[src/rtl/cdi_video_timing.sv]
// rtl/cdi_video_timing.sv - CD-i raster timing: pixel enable, sync/blank, counters, optional colour bars
// Optional colour-bar generator: define CDI_VIDEO_TIMING_TEST_PATTERN_EN.
module cdi_video_timing #(
    parameter int CLK_DIV = 4
) (
    input  logic       clk,
    input  logic       reset_n,
    input  logic       pal,
    output logic       ce_pix,
    output logic       HBlank,
    output logic       HSync,
    output logic       VBlank,
    output logic       VSync,
    output logic [8:0] hcount,
    output logic [8:0] vcount,
    output logic       new_frame,
    output logic       pal_active,
    output logic [7:0] r,
    output logic [7:0] g,
    output logic [7:0] b
);

    localparam logic [3:0] DIV_LAST = 4'(CLK_DIV - 1);

    localparam logic [8:0] H_ACTIVE     = 9'd384;
    localparam logic [8:0] H_SYNC_START = 9'd400;
    localparam logic [8:0] H_SYNC_END   = 9'd431;
    localparam logic [8:0] H_LAST       = 9'd479;

    localparam logic [8:0] NTSC_ACTIVE   = 9'd240;
    localparam logic [8:0] NTSC_VS_START = 9'd244;
    localparam logic [8:0] NTSC_VS_END   = 9'd246;
    localparam logic [8:0] NTSC_LAST     = 9'd261;

    localparam logic [8:0] PAL_ACTIVE   = 9'd280;
    localparam logic [8:0] PAL_VS_START = 9'd284;
    localparam logic [8:0] PAL_VS_END   = 9'd286;
    localparam logic [8:0] PAL_LAST     = 9'd311;

    logic [3:0] div;
    logic       h_last;
    logic       v_last;
    logic       frame_wrap;
    logic [8:0] h_next;
    logic [8:0] v_next;
    logic [8:0] v_active;
    logic [8:0] v_sync_start;
    logic [8:0] v_sync_end;
    logic       hblank_next;
    logic       hsync_next;
    logic       vblank_next;
    logic       vsync_next;

    // Vertical geometry follows the standard latched for the running frame.
    always_comb begin
        v_active     = NTSC_ACTIVE;
        v_sync_start = NTSC_VS_START;
        v_sync_end   = NTSC_VS_END;
        v_last       = (vcount == NTSC_LAST);
        if (pal_active) begin
            v_active     = PAL_ACTIVE;
            v_sync_start = PAL_VS_START;
            v_sync_end   = PAL_VS_END;
            v_last       = (vcount == PAL_LAST);
        end

        h_last     = (hcount == H_LAST);
        frame_wrap = h_last && v_last;

        h_next = h_last ? 9'd0 : hcount + 9'd1;
        v_next = vcount;
        if (h_last) begin
            v_next = v_last ? 9'd0 : vcount + 9'd1;
        end

        hblank_next = (h_next >= H_ACTIVE);
        hsync_next  = (h_next >= H_SYNC_START) && (h_next <= H_SYNC_END);
        vblank_next = (v_next >= v_active);
        vsync_next  = (v_next >= v_sync_start) && (v_next <= v_sync_end);
    end

    always_ff @(posedge clk or negedge reset_n) begin
        if (!reset_n) begin
            div        <= 4'd0;
            ce_pix     <= 1'b0;
            hcount     <= 9'd0;
            vcount     <= 9'd0;
            HBlank     <= 1'b0;
            HSync      <= 1'b0;
            VBlank     <= 1'b0;
            VSync      <= 1'b0;
            new_frame  <= 1'b0;
            pal_active <= 1'b0;
        end else begin
            div       <= (div == DIV_LAST) ? 4'd0 : div + 4'd1;
            ce_pix    <= (div == DIV_LAST);
            new_frame <= ce_pix && frame_wrap;
            if (ce_pix) begin
                hcount <= h_next;
                vcount <= v_next;
                HBlank <= hblank_next;
                HSync  <= hsync_next;
                VBlank <= vblank_next;
                VSync  <= vsync_next;
                if (frame_wrap) begin
                    pal_active <= pal;
                end
            end
        end
    end

`ifdef CDI_VIDEO_TIMING_TEST_PATTERN_EN
    logic [2:0] bar;
    logic [5:0] bar_px;
    logic [2:0] bar_next;
    logic [5:0] bar_px_next;
    logic [2:0] color;
    logic       blank_next;

    // Bar state tracks h_next so the registered colour lines up with hcount.
    always_comb begin
        bar_next    = bar;
        bar_px_next = bar_px;
        if (h_next == 9'd0) begin
            bar_next    = 3'd0;
            bar_px_next = 6'd0;
        end else if (h_next < H_ACTIVE) begin
            if (bar_px == 6'd47) begin
                bar_px_next = 6'd0;
                bar_next    = bar + 3'd1;
            end else begin
                bar_px_next = bar_px + 6'd1;
            end
        end
        color      = ~bar_next;
        blank_next = hblank_next || vblank_next;
    end

    always_ff @(posedge clk or negedge reset_n) begin
        if (!reset_n) begin
            bar    <= 3'd0;
            bar_px <= 6'd0;
            r      <= 8'd0;
            g      <= 8'd0;
            b      <= 8'd0;
        end else if (ce_pix) begin
            bar    <= bar_next;
            bar_px <= bar_px_next;
            r      <= blank_next ? 8'd0 : {8{color[2]}};
            g      <= blank_next ? 8'd0 : {8{color[1]}};
            b      <= blank_next ? 8'd0 : {8{color[0]}};
        end
    end
`else
    assign r = 8'd0;
    assign g = 8'd0;
    assign b = 8'd0;
`endif

endmodule

[config.mk]
export PLATFORM = sky130hd
export DESIGN_NAME = cdi_video_timing
export DESIGN_NICKNAME = d
export VERILOG_FILES = /design/src/rtl/cdi_video_timing.sv
export SDC_FILE = /design/constraint.sdc
export NUM_CORES = 1
export LEC_CHECK = 0
export ABC_AREA = 1
export BUFFER_PORTS_ARGS = -buffer_cell sky130_fd_sc_hd__buf_4
export CORE_MARGIN = 2
export CORE_UTILIZATION = 53
export DETAILED_ROUTE_END_ITERATION = 8
export GPL_ROUTABILITY_DRIVEN = 1
export PLACE_DENSITY = 0.8
export SLEW_MARGIN = 10
export SYNTH_ARGS = -nofsm -noshare
export SYNTH_HDL_FRONTEND = slang
export SYNTH_SLANG_ARGS = --single-unit
[constraint.sdc]
create_clock -name clk -period 3.48 [get_ports clk]
set_clock_uncertainty 0.2 [all_clocks]
set_input_delay 0 -clock clk [delete_from_list [all_inputs] [get_ports clk]]
set_output_delay 0 -clock clk [all_outputs]
set_load 0.1 [all_outputs]
==> run_results.csv <==
group,metric,value,unit
power_and_ir_drop,p_per_area,346,nW/um^2
global_routing,grt-ovfl-total,0,
cts,clock_path_buffers,2,
worst_hold_path,min_from,"div[0]$_DFF_PN0_",
yosys,synthCells,274,
routing,vias,1807,
global_routing,grt.total_usage,22.7,%
floorplanning,dieHeight,66.6,microns
critical_path,path_class,"flip-flop to flip-flop",
routing,post_drt_wl_per_cell,12.1,microns
yosys,synth_top_flop_cell,"dfrtp_1",
yosys,async_flop_share,100,%
sta,rsz0062_at_grt,"no",
critical_path,crit_fanout,9,
critical_path,startpoint_type,"flip-flop",
critical_path,reg2reg_slack,440,ps
critical_path,required,3500,ps
routing,drt_iter0_drc,91,
worst_hold_path,hold_class,"flip-flop to flip-flop",
placed_design,dp.cells,345,
worst_hold_path,whs_path_depth,1,
global_routing,grt_pass1_vias,1641,
cts,clock_sinks,29,
floorplanning,rows,22,
power_and_ir_drop,p_switching,258,uW
critical_path,cp_slowest_stage_delay,400,ps
placed_design,gp_congestion,0.919,
power_and_ir_drop,switching_share,31.0,%
sta,clock.fmax,0.329,GHz
yosys,ys_ff_latch,29,
critical_path,cpMaxStageDelayCell,"dfrtp_2",
sta,period_needed,3040,ps
power_and_ir_drop,p_leak,1.25,nW
worst_hold_path,holdPathEnd,"div[0]$_DFF_PN0_",
routing,dr.pass1.iters,4,
sta,worst_pin_slew,761,ps
floorplanning,ioPinCount,52,
cells_and_area,drive_gt1_share,17.8,%
critical_path,cp.arrival,3060,ps
critical_path,r2r_end,"VBlank$_DFFE_PN0P_",
global_routing,grt_max_degree,30,
yosys,synth-seq-area-share,34.9,%
cts,h-tree-depth,2,
job,drv_cap,0,
routing,drc,0,
floorplanning,placeableCoreArea,3720,sq um
critical_path,cpMostUsedCell,"nor2_1",
power_and_ir_drop,vdd_drop_max,0.293,mV
cts,ctsResizeCount,0,
cells_and_area,nets,321,
sta,slew_violations,0,
cts,cts_tree,"done",
power_and_ir_drop,p_int,576,uW
sta,period_share,87.3,%
yosys,syn_area,2080,sq um
sta,fin_setup_tns,0,ps
routing,ant_nets,0,
yosys,avgSynthCellArea,7.58,sq um
global_routing,grt_pass1_wl,7.56,mm
power_and_ir_drop,clock_power_share,44.5,%
cts,path_clk_slew,70,ps
sta,hold_viol_final,0,
cells_and_area,antenna_cells,0,
yosys,synth_edf_count,0,
critical_path,reg2regPathDepth,16,
placed_design,placed_cell_area,2240,sq um
placed_design,hpwl,3.13,mm
sta,setup_violations,0,
sta,max_slew_margin,49.2,%
power_and_ir_drop,pwr-share-seq,40.4,%
power_and_ir_drop,pwr-share-comb,15.0,%
cts,root_buffer,"clkbuf_8",
placed_design,dp_slack,464,ps
placed_design,port_buffers,27,
floorplanning,start_util,55.9,%
cells_and_area,final_cell_area,2410,sq um
routing,vias_per_cell,5.06,
cells_and_area,syn2layout_area_growth,16.1,%
global_routing,antenna_found_initial,0,
floorplanning,die_w,66.6,microns
cells_and_area,final_cells,357,
yosys,yosysWarnings,0,
critical_path,reg2reg_from,"hcount[1]$_DFFE_PN0P_",
critical_path,cp_cell_sequence,"ha_1 -> nand4_4 -> nor2_8 -> nand3_4 -> nor2_2 -> nand2_1 -> xor2_1 -> inv_1 -> ha_1 -> nand2_1 -> nor2_1 -> inv_1 -> or2_2 -> o21bai_1 -> nor2_1 -> nor2_1",
floorplanning,dieArea,4440,sq um
critical_path,cp-end-kind,"flip-flop",
yosys,ys_types,33,
status,outcome,"complete, no violations",
cts,clock_latency,290,ps
cts,cts_buffers,5,
routing,totalWireLength,4.33,mm
sta,setup_ws,442,ps
[critical path, delay by kind of cell, from the launching register on]
kind	cells	cell delay, ps
DFF	1	400
adders and majority gates	2	550
AOI/OAI and AO/OA	1	140
xor gates and xnor gates	1	210
buffers and inverters	2	150
and+or+nand+nor	10	1330
[power groups by stage]
stage	registers [mW]	logic (mW)	clock network [mW]
floorplan	0.343	0.133	0
global placement	0.343	0.120	0
detailed placement	0.343	0.120	0
CTS	0.337	0.126	0.382
global route	0.337	0.130	0.392
finish	0.337	0.125	0.371
[metrics by stage]
step	hold WS [ps]	power (mW)	util, %
final	266	0.834	64.9
after global routing	298	0.858	64.9
after CTS	262	0.844	64.9
after detailed placement	-254	0.464	60.3
after global placement	-257	0.463	60.3
after floorplan	-496	0.476	-
[flip-flops by register name, summed over array words and instances, names as in the netlist]
name        flops
HBlank          1
HSync           1
VBlank          1
VSync           1
ce_pix          1
div             4
hcount          9
new_frame       1
pal_active      1
vcount          9
[worst max-delay path by stage]
stage,from,cells after the start,slack [ps],endpoint
2_1_floorplan,vcount[1]$_DFFE_PN0P_,15,50,VBlank$_DFFE_PN0P_
3_3_place_gp,hcount[1]$_DFFE_PN0P_,16,570,VBlank$_DFFE_PN0P_
3_5_place_dp,hcount[1]$_DFFE_PN0P_,16,460,VBlank$_DFFE_PN0P_
4_1_cts,hcount[1]$_DFFE_PN0P_,16,440,VBlank$_DFFE_PN0P_
5_1_grt,hcount[1]$_DFFE_PN0P_,16,210,VBlank$_DFFE_PN0P_
6_report,hcount[1]$_DFFE_PN0P_,16,440,VBlank$_DFFE_PN0P_
[repair_timing]
action,CTS,global route
endpoints found under the hold margin,30,0
hold buffers,4,0
setup buffers,0,0
[Yosys cell counts (all sizes together) (2+ instances only)]
library cell / number / area (sq um)
nand2: 70 / 270
dfrtp: 29 / 726
inv: 28 / 105
nor2: 26 / 119
buf: 24 / 180
nand3: 23 / 145
o21ai: 22 / 114
ha: 10 / 125
nand4: 6 / 58.8
xor2: 6 / 52.6
a21oi: 5 / 25.0
nor3: 5 / 25.0
clkbuf: 4 / 15.0
nand3b: 3 / 22.5
o21a: 3 / 22.5
o21bai: 2 / 15.0
or2: 2 / 12.5
[placed cells by master, fill, tap and decap left out, types with 2 or more instances in the layout]
cell and instances:
ha_1 10, conb_1 24, dfrtp_1 27, o21a_1 3
o21bai_1 2, o21ai_0 19, nand2_2 3, buf_4 28
nor2_2 2, dlygate4sd3_1 3, nor3_1 5, clkbuf_8 6
xor2_1 6, nand3b_1 3, dfrtp_2 2, a21oi_1 5
nand2_1 67, inv_1 27, nand3_4 2, or2_2 2
nand3_1 20, nand4_1 4, nor2_1 23, o21ai_1 2
[kinds of logic after synthesis]
group,synth area share [%]
flops,34.9
xor+xnor,2.95
fa+ha+maj,6.02
other cells,0.181
compound gates,9.58
simple gates,31.9
buf+inv,14.5
[per-layer routing]
layer	wire [microns]	GRT usage (%)
met5	0	0
met1	2050	30.2
met3	232	6.08
met4	85	10.7
met2	1960	34.3
[layout make-up]
type	instances	area, sq um
fill	339	1310
multi-input combinational	212	1140
sequential	29	728
timing repair buffer	32	260
inverter	28	105
clock buffer	6	82.6
tap	48	60.1
clock inverter	2	37.5
Power figures use the tool's default switching activity.
